--- config.mk ---
export PLATFORM = sky130hd
export DESIGN_NAME = sdram_port_arbiter
export DESIGN_NICKNAME = d
export VERILOG_FILES = /design/src/rtl/sdram_port_arbiter.sv
export SDC_FILE = /design/constraint.sdc
export NUM_CORES = 1
export LEC_CHECK = 0
export ABC_AREA = 1
export BUFFER_PORTS_ARGS = -buffer_cell sky130_fd_sc_hd__buf_2
export CAP_MARGIN = 20
export CORE_MARGIN = 2
export CORE_UTILIZATION = 43
export DETAILED_ROUTE_END_ITERATION = 8
export PLACE_DENSITY = 0.81
export SYNTH_ARGS = -nofsm -noshare
export SYNTH_HDL_FRONTEND = slang
export SYNTH_SLANG_ARGS = --single-unit
--- constraint.sdc ---
create_clock -name clock -period 1.3 [get_ports clock]
set_input_delay 0.26 -clock clock [delete_from_list [all_inputs] [get_ports clock]]
set_output_delay 0.26 -clock clock [all_outputs]
set_load 0.05 [all_outputs]
--- src/rtl/sdram_port_arbiter.sv ---
// Shares the single SDRAM controller port between instruction fetch and
// data memory; data wins ties, with a bounded wait for fetch.
module sdram_port_arbiter #(
    parameter int ADDR_W   = 25,
    parameter int DATA_W   = 16,
    parameter int MAX_WAIT = 4
) (
    input  logic              clock,
    input  logic              reset,
    input  logic              if_req,
    input  logic [ADDR_W-1:0] if_addr,
    output logic [DATA_W-1:0] if_rdata,
    output logic              if_ack,
    input  logic              dm_req,
    input  logic              dm_we,
    input  logic [ADDR_W-1:0] dm_addr,
    input  logic [DATA_W-1:0] dm_wdata,
    output logic [DATA_W-1:0] dm_rdata,
    output logic              dm_ack,
    output logic              mem_req,
    output logic              mem_we,
    output logic [ADDR_W-1:0] mem_addr,
    output logic [DATA_W-1:0] mem_wdata,
    input  logic [DATA_W-1:0] mem_rdata,
    input  logic              mem_valid,
    output logic              grant_dm
);

    localparam int CNT_W = $clog2(MAX_WAIT + 1);
    localparam logic [CNT_W-1:0] WAIT_MAX = CNT_W'(MAX_WAIT);

    typedef enum logic [1:0] {
        IDLE,
        BUSY_IF,
        BUSY_DM,
        RESP
    } state_t;

    state_t            state_q, state_d;
    logic [CNT_W-1:0]  wait_cnt_q, wait_cnt_d;
    logic              mem_req_q, mem_req_d;
    logic              mem_we_q, mem_we_d;
    logic [ADDR_W-1:0] mem_addr_q, mem_addr_d;
    logic [DATA_W-1:0] mem_wdata_q, mem_wdata_d;
    logic [DATA_W-1:0] if_rdata_q, if_rdata_d;
    logic [DATA_W-1:0] dm_rdata_q, dm_rdata_d;
    logic              if_ack_q, if_ack_d;
    logic              dm_ack_q, dm_ack_d;
    logic              grant_dm_q, grant_dm_d;
    logic              fetch_starved;

    assign fetch_starved = if_req && (wait_cnt_q == WAIT_MAX);

    always_comb begin
        state_d     = state_q;
        wait_cnt_d  = wait_cnt_q;
        mem_req_d   = mem_req_q;
        mem_we_d    = mem_we_q;
        mem_addr_d  = mem_addr_q;
        mem_wdata_d = mem_wdata_q;
        if_rdata_d  = if_rdata_q;
        dm_rdata_d  = dm_rdata_q;
        if_ack_d    = 1'b0;
        dm_ack_d    = 1'b0;
        grant_dm_d  = grant_dm_q;
        unique case (state_q)
            IDLE: begin
                if (dm_req && !fetch_starved) begin
                    mem_req_d   = 1'b1;
                    mem_we_d    = dm_we;
                    mem_addr_d  = dm_addr;
                    mem_wdata_d = dm_wdata;
                    grant_dm_d  = 1'b1;
                    state_d     = BUSY_DM;
                    if (if_req && wait_cnt_q != WAIT_MAX)
                        wait_cnt_d = wait_cnt_q + CNT_W'(1);
                end else if (if_req) begin
                    mem_req_d  = 1'b1;
                    mem_we_d   = 1'b0;
                    mem_addr_d = if_addr;
                    grant_dm_d = 1'b0;
                    wait_cnt_d = '0;
                    state_d    = BUSY_IF;
                end
            end
            BUSY_IF: begin
                if (mem_valid) begin
                    if_rdata_d = mem_rdata;
                    mem_req_d  = 1'b0;
                    if_ack_d   = 1'b1;
                    state_d    = RESP;
                end
            end
            BUSY_DM: begin
                if (mem_valid) begin
                    // a write completion acks without touching read data
                    if (!mem_we_q)
                        dm_rdata_d = mem_rdata;
                    mem_req_d = 1'b0;
                    dm_ack_d  = 1'b1;
                    state_d   = RESP;
                end
            end
            RESP: begin
                state_d = IDLE;
            end
            default: begin
                state_d = IDLE;
            end
        endcase
    end

    always_ff @(posedge clock or negedge reset) begin
        if (!reset) begin
            state_q     <= IDLE;
            wait_cnt_q  <= '0;
            mem_req_q   <= 1'b0;
            mem_we_q    <= 1'b0;
            mem_addr_q  <= '0;
            mem_wdata_q <= '0;
            if_rdata_q  <= '0;
            dm_rdata_q  <= '0;
            if_ack_q    <= 1'b0;
            dm_ack_q    <= 1'b0;
            grant_dm_q  <= 1'b0;
        end else begin
            state_q     <= state_d;
            wait_cnt_q  <= wait_cnt_d;
            mem_req_q   <= mem_req_d;
            mem_we_q    <= mem_we_d;
            mem_addr_q  <= mem_addr_d;
            mem_wdata_q <= mem_wdata_d;
            if_rdata_q  <= if_rdata_d;
            dm_rdata_q  <= dm_rdata_d;
            if_ack_q    <= if_ack_d;
            dm_ack_q    <= dm_ack_d;
            grant_dm_q  <= grant_dm_d;
        end
    end

    assign mem_req   = mem_req_q;
    assign mem_we    = mem_we_q;
    assign mem_addr  = mem_addr_q;
    assign mem_wdata = mem_wdata_q;
    assign if_rdata  = if_rdata_q;
    assign dm_rdata  = dm_rdata_q;
    assign if_ack    = if_ack_q;
    assign dm_ack    = dm_ack_q;
    assign grant_dm  = grant_dm_q;

endmodule

Word-level counts from Yosys, hierarchy flattened

Index checks and enable logic that the tools add are counted.
Widths: inputs -> output; s select.

Flip-flop bits (word level): 83
Latch bits: 0
Memories: 0
Bits in read-only memories: 0
RAM bits: 0

Shift-type cells: 0
Add/subtract/negate cells: 1
Multipliers: 0
Div/mod/pow operators: 0
$lt $le $gt $ge: 0
Bitwise gates (word level): 1
Equal/unequal tests: 8
Multiplexer cells: 19
Reduce and logical (&&, ||, !) cells: 15

Operators by type and width:

| cell                | count |
|---|---|
| $mux 25             | 2 |
| $mux 1              | 9 |
| $mux 3              | 3 |
| $reduce_and 3->1    | 3 |
| $reduce_and 2->1    | 4 |
| $mux 2              | 3 |
| $ne 3x3->1 const B  | 2 |
| $pmux 2 s3          | 1 |
| $eq 2x2->1 const B  | 2 |
| $ne 2x1->1 const B  | 2 |
| $reduce_bool 2->1   | 2 |
| $add 3x1->3 const B | 1 |
| $eq 3x3->1 const B  | 1 |
| $logic_and 1x1->1   | 3 |
| $eq 2x1->1 const B  | 1 |
| $logic_not 2->1     | 1 |
| $pmux 1 s2          | 1 |
| $reduce_or 2->1     | 1 |
| $logic_not 1->1     | 1 |
| $not 1->1           | 1 |

Depth between registers and ports, before layout

Gate-level depths: netlist of run 1.

Depth after elaboration: 6
Depth in mapped cells: 9

Worst setup path after synthesis of run 1

Ideal clock, no wire load.

Path kind: flip-flop to flip-flop
From: register state_q[0]
To: register grant_dm_q, in the netlist grant_dm
Setup time: 119 ps
Stages on the path, launching flop included: 9
Path slack: -142 ps
Data required time: 1181 ps
Clock period less this slack: 1442 ps
Arrival time: 1323 ps
Cell sequence: dfrtp_1 > inv_1 > ha_1 > inv_2 > nor2_4 > inv_4 > buf_6 > nand2_1 > nand2_1

Cells in the longest elaborated chain, start to end: 2

Ends and longest elaborated chain:

| element                           | RTL line | source |
|---|---|---|
| start: declaration                | 39       | `state_t state_q, state_d;` |
| start signal: assignment          | 127      | `state_q <= state_d;` |
| $logic_not 2->1                   | 66       | `unique case (state_q)` |
| $reduce_and 2->1 (no source line) | -        |  |
| end signal: assignment            | 137      | `grant_dm_q <= grant_dm_d;` |
| end: declaration                  | 49       | `logic grant_dm_q, grant_dm_d;` |

Every way passes these cells.
A chain may end at the register's enable or synchronous reset.

Final worst setup path of run 1

From: register state_q[1]
To: register dm_rdata_q[12], in the netlist dm_rdata[12]

Cells in the longest elaborated chain, start to end: 2

Ends and longest elaborated chain:

| element                           | RTL line | source |
|---|---|---|
| $eq 2x2->1                        | 66       |  |
| $reduce_and 3->1 (no source line) | -        |  |
| end signal: assignment            | 134      | `dm_rdata_q <= dm_rdata_d;` |
| end: declaration                  | 46       | `logic [DATA_W-1:0] dm_rdata_q, dm_rdata_d;` |

Every way passes these cells.

==> metrics, run 1 <==
Initial Util=0.4397; CP arrival=1680 ps; first-pass GRT wire length=15.72 mm; Post-DRT Antenna Nets=0; Layout area overhead=46.10%; Reg clk slew, reported paths=90 ps; fillers=727; endpoints failing hold=0; cell taking the most area after synthesis=dfrtp_1; Detailed Route WL=10.32 mm; xor and xnor area share after synthesis=0.002306; main combinational cell family by area after synthesis=simple AND/OR/NAND/NOR gates; Tcrit/Tclk final=1.116; DRT Pass-1 Iters=5; cell row count=34; P_leak=3.247 nW; YS warnings=0; CP Capture Type=flip-flop; R2R cell count=7; vias in the first global route=3,362; CORE AREA=0.008636 mm^2; DP Worst Slack=-92.07 ps; Core Util, Final=0.6424; post-synthesis adder-cell area fraction=0.01977; post-synth top area share=0.5470; post-DP HPWL=6.848 mm; Port Buffers=165; top cells by area, synth=dfrtp_1 (55%), nand2_1 (18%), inv_1 (7.6%); multiplexer share of the synthesized area=0; die footprint=0.009599 mm^2; hold path depth=3; FMAX=689.5 MHz; via count=3,676; most frequent cells in the layout=nand2_1 (155), buf_2 (145), dfrtp_1 (83), inv_1 (72), nand3_1 (49); Clk Latency, worst-skew pair=350 ps; share of cells above drive strength 1=0.4063; average size of a mapped cell=8.080 um^2; Worst Path Max Fanout=8; Netlist cell types=24; GRT Total Usage=0.2024; die height=97.98 um; post-layout power=15.92 mW; fin crit period=1450 ps; Die W=97.98 um; CP required=1530 ps; Root Driver=clkbuf_8; Setup CP Type=reg2reg; largest net degree at the start of global routing=84; worst hold-check path type=in2reg; cell count after synthesis=470; setup violators final=44; WL/cell=13.40 um; initial antenna violation count=0; final net count=751; Synth Cell Area=0.003797 mm^2; syn nets=564; worst setup margin=-150.2 ps; top-level I/O count=166; clk sinks=83; failing checks=setup timing; CTS Buf Count=9; fin. max-slew vios=0; status=complete, but fails checks; Final Instance Area=0.005548 mm^2; post-placement cell area=0.004885 mm^2; P per Cell Area=2869 mW/mm^2; Worst slew margin=0.6958; maxcap violations=0; compound-cell area share of the yosys netlist=0.04778; TritonCTS clock tree=built; H-tree lvl count=3; register bit count reported by yosys=83; Tightest Pin Transition=456.3 ps; commonest non-fill, non-tap cell in the layout=nand2_1; Simple-Gate Fraction of Synth Area=0.2679; skew final=13.94 ps; Remaining Overflow, GRT=0; gpl congestion=0.8316; crit path launch type=flip-flop; via density per instance=4.774; Peak VDD IR=1479 uV; register area share after synthesis=0.5470; clock tree buffer depth=2; RSZ-0062 raised after global routing=true; initial DRC count=124; diode count=0; # DRC=0; Hold Slack=108.9 ps
## logic make-up (layout without fill, tap and decap cells)
family / count (synthesis) / after routing
adder cells (fa/ha/maj): 6 / 6
flip-flops: 83 / 83
AO/OA/AOI/OAI: 36 / 36
XOR/XNOR: 1 / 1
buffers and inverters: 100 / 292
AND/OR/NAND/NOR: 244 / 244
## state kept, by name, summed over array words and instances, names as in the netlist
register	cells
if_ack	1
mem_addr	25
mem_wdata	16
wait_cnt_q	3
dm_ack	1
dm_rdata	16
grant_dm	1
if_rdata	16
mem_req	1
mem_we	1
state_q	2
## cell usage after synthesis
cell / instances
nand2_1: 181
nand2_2: 2
clkbuf_2: 1
ha_1: 6
buf_4: 5
nand3_1: 54
nand3_4: 1
xor2_1: 1
nor2_1: 2
buf_6: 5
inv_1: 77
inv_4: 1
buf_2: 2
o21ai_1: 3
nand4_1: 1
clkbuf_1: 8
o22ai_1: 1
dfrtp_1: 83
nor2_2: 1
o21ai_0: 31
nor2_4: 1
a21oi_1: 1
inv_2: 1
or2_1: 1
## path summary, 6_finish.rpt
path / startpoint / end / slack (ps)
min reg2reg: mem_addr[6] / mem_addr[6] / 470
min: dm_wdata[7] / mem_wdata[7] / 110
max in group asynchronous: reset / mem_we / 470
max reg2reg: state_q[1] / dm_rdata[12] / -150
min in group asynchronous: reset / if_rdata[2] / 460
max: state_q[1] / dm_rdata[12] / -150
## metal layers
layer	up-vias	wire [um]	GRT usage
met5	-	0	0
met4	0	109	0.07372
met3	10	751	0.04796
met2	162	5097	0.3351
met1	1704	4359	0.2599
li1	1800	-	-
## power by group
part / total (mW) / switching (mW) / internal [mW]
sequential: 4.61 / 0.815 / 3.80
clock: 1.73 / 0.964 / 0.763
combinational: 9.58 / 6.75 / 2.83
total: 15.9 / 8.53 / 7.39
## repair_timing
action,CTS,global route
pin swaps,3,7
endpoints found under the setup margin,61,83
hold endpoints to repair,83,0
hold buffers,1,0
cloned,2,3
buffers inserted,5,6
resized for setup,20,71
## area by class of cell
class                           instances  area, um^2  share of cell area
Multi-Input combinational cell        287        1525              0.2749
Inverter                               79       319.1             0.05751
Timing Repair Buffer                  195        1285              0.2316
Clock inverter                          6       46.29            0.008345
Clock buffer                           10       137.6             0.02481
Sequential cell                        83        2077              0.3744
Timing Repair inverter                  2       22.52            0.004060
Tap cell                              108       135.1             0.02436
## critical path, stage by stage (launching register included)
cell and delay (ps):
dfrtp_1 390, buf_4 140, ha_4 120, nand2_2 50, or2_4 270, clkbuf_16 190, nand2_1 80, o21ai_1 90
## metrics by stage
stage | std cells | setup TNS, ps
finish | 770 | -2009
global route | 770 | -5865
CTS | 761 | -1314
detailed placement | 737 | -1698
global placement | 737 | -2.259
floorplan | 470 | -1213
Note: power is estimated with default switching activity, not from simulation.
==> inputs of run 2 (changes only) <==
--- a/config.mk
+++ b/config.mk
@@ -8,7 +8,6 @@
 export ABC_AREA = 1
 export BUFFER_PORTS_ARGS = -buffer_cell sky130_fd_sc_hd__buf_2
 export CAP_MARGIN = 20
-export CORE_MARGIN = 2
 export CORE_UTILIZATION = 43
 export DETAILED_ROUTE_END_ITERATION = 8
 export PLACE_DENSITY = 0.81
==> run 2 against run 1 <==
  * The run still ends with setup timing left
  * Sequential share of layout area fell by 1.6 points
  * Largest cell class unchanged
  * Critical path type unchanged
  * Critical path depth increased by 2
  * First-iteration DRC count fell by 4.0%
  * Utilization grew 4.8 points
  * Critical endpoint is now mem_addr[23]
  * Sequential power about the same
==> metrics, run 2 (synthesized netlist as in run 1, its figures left out) <==
setup slack, reg-to-reg=-100 ps; clk sinks=83; via count=3,815; Worst Path Max Fanout=6; die height=95.98 um; CTS Buf Count=9; status=complete, but fails checks; Post-DRT Antenna Nets=0; Setup CP Type=reg2reg; fin crit period=1395 ps; Clock Power Share=0.118; slowest library cell on the worst path=dfrtp_1; R2R Path Start=wait_cnt_q[0]; Flop pwr share=0.279; final net count=761; Worst slew margin=0.7307; DRT Pass-1 Iters=5; TNS Setup=-2582 ps; CP required=1530 ps; CP Capture Type=flip-flop; crit-path max cell delay=410 ps; H-tree lvl count=3; Final Instance Area=0.005789 mm^2; Core Util, Final=0.6907; initial DRC count=119; skew final=7.376 ps; Top cell by count, worst path=nand2_4; crit path launch type=flip-flop; hold path depth=3; Tcrit/Tclk final=1.073; gpl congestion=0.7811; Gate power share=0.603; RSZ-0062 raised after global routing=true; share of cells above drive strength 1=0.4524; maxcap violations=0; CP arrival=1630 ps; via density per instance=4.910; top-level I/O count=166; TritonCTS clock tree=built; Die W=95.98 um; GRT Total Usage=0.2172; Port Buffers=165; Initial Util=0.4531; Top delay family on crit path=flip-flops; P per Cell Area=2847 mW/mm^2; P_leak=3.362 nW; hold path startpoint=dm_wdata[12]; # DRC=0; Peak VDD IR=1934 uV; Seq. cell area=0.002077 mm^2; failing checks=setup timing; setup violators final=59; first-pass GRT wire length=15.20 mm; post-DP HPWL=6.742 mm; CP bufs+invs=3; most frequent cells in the layout=buf_2 (148), nand2_1 (144), dfrtp_1 (83), inv_1 (71), nand3_1 (33); die footprint=0.009211 mm^2; Tightest Pin Transition=404.0 ps; Multi-input gate area=0.001615 mm^2; initial antenna violation count=0; fillers=618; commonest non-fill, non-tap cell in the layout=buf_2; worst setup margin=-95.35 ps; largest net degree at the start of global routing=49; Remaining Overflow, GRT=0; CORE AREA=0.008382 mm^2; Reg clk slew, reported paths=100 ps; crit path cell chain=inv_2 > ha_4 > nand3_4 > nand2_4 > buf_6 > clkbuf_16 > nand2_4 > nand3_2 > nand2_1; worst hold-check path type=in2reg; fin. max-slew vios=0; R2R cell count=9; number of flip-flops in the largest register=25; Layout area overhead=52.45%; diode count=0; reg-to-reg endpoint=mem_addr[23]; hold endpoint=mem_wdata[12]; Clk Latency, worst-skew pair=350 ps; Int Pwr=7.785 mW; Detailed Route WL=10.83 mm; Root Driver=clkbuf_8; WL/cell=13.94 um; switching power=8.697 mW; post-placement cell area=0.004878 mm^2; cell row count=33; vias in the first global route=3,341; clock tree buffer depth=2; switch share=0.5277; FMAX=716.7 MHz; endpoints failing hold=0
run 2: cell types whose count changed in the layout (fill, tap and decap cells not counted), moves of 5 or more:
cell | previous run | this run
buf_6 | 1 | 6
nand2_1 | 155 | 144
nand2_2 | 18 | 28
nand3_1 | 49 | 33
nand3_2 | 5 | 20
run 2: how the worst max path moves through the flow:
stage,to,slack [ps],start,cells after the start
finish,mem_addr[23],-100,wait_cnt_q[0],9
CTS,mem_addr[15],-60,state_q[0],8
floorplan,dm_rdata[10],-50,state_q[0],8
detailed placement,mem_wdata[7],-70,wait_cnt_q[1],9
global placement,mem_addr[9],-40,state_q[1],7
global route,mem_addr[23],-180,wait_cnt_q[0],9
run 2: power groups by stage:
stage / clock network, mW / logic [mW] / registers, mW
2_1_floorplan: 0 / 2.39 / 8.42
6_report: 1.94 / 9.95 / 4.59
5_1_grt: 2.10 / 10.6 / 4.74
3_3_place_gp: 0 / 8.24 / 4.48
3_5_place_dp: 0 / 8.45 / 4.49
4_1_cts: 1.98 / 9.08 / 4.47
run 2: repair_timing:
action	4_1_cts	5_1_grt
pin swaps	6	34
gates cloned	2	4
endpoints found under the setup margin	61	74
hold buffers	1	0
endpoints found under the hold margin	52	0
resized for setup	29	89
setup buffers	15	6
run 2: worst register-to-register path, stage by stage (launching register included):
cell	delay [ps]
dfrtp_1	410
inv_2	90
ha_4	140
nand3_4	80
nand2_4	110
buf_6	140
clkbuf_16	160
nand2_4	40
nand3_2	50
nand2_1	70
run 2: routing by layer:
layer / GRT usage / wire length (um)
met2: 0.3560 / 5315
met3: 0.04739 / 815
met5: 0 / 0
met1: 0.2749 / 4538
met4: 0.09826 / 161
run 2: cell type report:
cell class	count	area share
inverters	79	0.05425
repair buffers	207	0.2498
well taps	105	0.02269
flip-flops and latches	83	0.3588
multi-input cells	287	0.2790
clock buffers	9	0.02140
clock inverters	7	0.01405
run 2: metrics by stage:
step | hold WS, ps | power (mW) | worst slack [ps] | instances
floorplan | -35.59 | 10.81 | -48.82 | 470
global placement | 76.71 | 12.72 | -44.19 | 737
detailed placement | 75.31 | 12.94 | -74.21 | 737
CTS | 86.27 | 15.53 | -64.66 | 770
global route | 83.86 | 17.47 | -181.8 | 777
finish | 103.8 | 16.48 | -95.35 | 777
==> inputs of run 3 (changes only) <==
--- a/config.mk
+++ b/config.mk
@@ -8,9 +8,11 @@
 export ABC_AREA = 1
 export BUFFER_PORTS_ARGS = -buffer_cell sky130_fd_sc_hd__buf_2
 export CAP_MARGIN = 20
-export CORE_UTILIZATION = 43
+export CELL_PAD_IN_SITES_DETAIL_PLACEMENT = 1
+export CELL_PAD_IN_SITES_GLOBAL_PLACEMENT = 1
+export CORE_UTILIZATION = 30
 export DETAILED_ROUTE_END_ITERATION = 8
-export PLACE_DENSITY = 0.81
+export PLACE_DENSITY = 0.8
 export SYNTH_ARGS = -nofsm -noshare
 export SYNTH_HDL_FRONTEND = slang
 export SYNTH_SLANG_ARGS = --single-unit
==> run 3 against run 2 <==
  * The run still ends with setup timing left
  * Sequential cell count unchanged
  * Critical path type unchanged
  * Global-route usage down 3.3 points
  * Register-to-register slack worse by 40 ps
==> metrics, run 3 (synthesized netlist as in run 1, its figures left out) <==
failing checks=setup timing; Seq. cell area=0.002077 mm^2; Worst Path Max Fanout=8; number of flip-flops in the largest register=25; most frequent cells in the layout=buf_2 (163), nand2_1 (141), dfrtp_1 (83), inv_1 (69), nand3_1 (32); top-level I/O count=166; post-layout power=17.67 mW; FMAX=697.6 MHz; post-route insts no fill=849; skew final=7.029 ps; Multi-input gate area=0.001682 mm^2; H-tree lvl count=3; status=complete, but fails checks; Die W=114.5 um; initial antenna violation count=0; CTS Buf Count=9; CORE AREA=0.01216 mm^2; Flop pwr share=0.260; P per Cell Area=2868 mW/mm^2; commonest non-fill, non-tap cell in the layout=buf_2; vias in the first global route=3,825; CP required=1510 ps; initial DRC count=160; Peak VDD IR=1268 uV; first-pass GRT wire length=18.71 mm; Remaining Overflow, GRT=0; setup violators final=75; fin. max-slew vios=0; TritonCTS clock tree=built; Initial Util=0.3122; diode count=0; Final Instance Area=0.006160 mm^2; Layout area overhead=62.21%; die footprint=0.01311 mm^2; Clock Power Share=0.151; final net count=770; RSZ-0062 raised after global routing=true; Inst Count DP=800; worst hold-check path type=in2reg; via density per instance=4.529; cell row count=40; fin crit period=1434 ps; endpoints failing hold=0; DRT Pass-1 Iters=4; Detailed Route WL=13.31 mm; Gate power share=0.590; share of cells above drive strength 1=0.4787; largest net degree at the start of global routing=41; gpl congestion=0.7741; via count=3,845; # DRC=0; DP Worst Slack=-101.9 ps; fillers=1,458; clk sinks=83; post-placement cell area=0.004982 mm^2; WL/cell=15.67 um; Tcrit/Tclk final=1.103; Port Buffers=165; Clk Latency, worst-skew pair=330 ps; switching power=8.995 mW; Tightest Pin Transition=271.4 ps; Int Pwr=8.673 mW; GRT Total Usage=0.1840; worst setup margin=-133.5 ps; maxcap violations=0; post-DP HPWL=8.383 mm; Setup CP Type=reg2reg; Root Driver=clkbuf_16; Post-DRT Antenna Nets=0; crit path launch type=flip-flop; die height=114.5 um; Reg clk slew, reported paths=60 ps; clock tree buffer depth=2; switch share=0.5091; CP arrival=1650 ps; Worst slew margin=0.8191; TNS Setup=-4828 ps; P_leak=3.534 nW; CP Capture Type=flip-flop
-- run 3: cell count changes in the layout (fill, tap and decap cells not counted), moves of 5 or more --
cell | before | now
buf_2 | 148 | 163
clkbuf_4 | 13 | 0
clkbuf_16 | 4 | 15
o21ai_0 | 18 | 8
clkbuf_8 | 9 | 0
o21ai_2 | 4 | 12
nand2_4 | 11 | 16
-- run 3: layer usage --
metal  part of all wire  routed length, um  GRT usage
met1               0.41               5465     0.2352
met2               0.52               6929     0.3115
met3              0.051                683    0.03123
met4              0.017                225    0.06926
met5                  0                  0          0
-- run 3: final timing paths --
| path | start | end | slack, ps | cells after the start |
|---|---|---|---|---|
| min in group asynchronous | reset | dm_rdata[9] | 330 | 2 |
| max in group asynchronous | reset | mem_addr[14] | 510 | 3 |
| min reg2reg | mem_addr[6] | mem_addr[6] | 470 | 2 |
| max | state_q[0] | dm_rdata[11] | -130 | 7 |
| max reg2reg | state_q[0] | dm_rdata[11] | -130 | 7 |
| min | dm_wdata[3] | mem_wdata[3] | 130 | 3 |
-- run 3: timing repair --
action,CTS,global route
endpoints found under the hold margin,8,0
gates cloned,2,9
endpoints found under the setup margin,63,81
hold buffers,1,0
setup buffers,18,5
resized for setup,33,100
pin swaps,6,22
-- run 3: worst max-delay path, stage by stage, from the launching register on --
cell and delay (ps):
dfrtp_1 380, inv_2 110, ha_4 140, nand2_2 50, or2_4 300, clkbuf_16 190
nand2_2 70, o21ai_2 70
-- run 3: final cells by class --
class / count / share of cell area
sequential: 83 / 0.3372
timing repair inverter: 2 / 0.003656
clock inverter: 6 / 0.01300
clock buffer: 10 / 0.03717
timing repair buffer: 214 / 0.2490
tap: 168 / 0.03413
inverter: 79 / 0.05281
multi-input combinational: 287 / 0.2730
-- run 3: stage by stage --
stage,hold slack [ps],util
floorplan,-35.59,-
global placement,113.6,0.4097
detailed placement,112.6,0.4097
CTS,119.7,0.4627
global route,136.6,0.5065
finish,128.7,0.5065
-- run 3: power groups by stage --
| stage | Clock [mW] | Sequential [mW] | Combinational (mW) |
|---|---|---|---|
| 3_3_place_gp | 0 | 4.48 | 8.42 |
| 5_1_grt | 2.83 | 4.73 | 11.1 |
| 3_5_place_dp | 0 | 4.53 | 8.69 |
| 2_1_floorplan | 0 | 8.42 | 2.39 |
| 6_report | 2.66 | 4.59 | 10.4 |
| 4_1_cts | 2.71 | 4.51 | 9.49 |
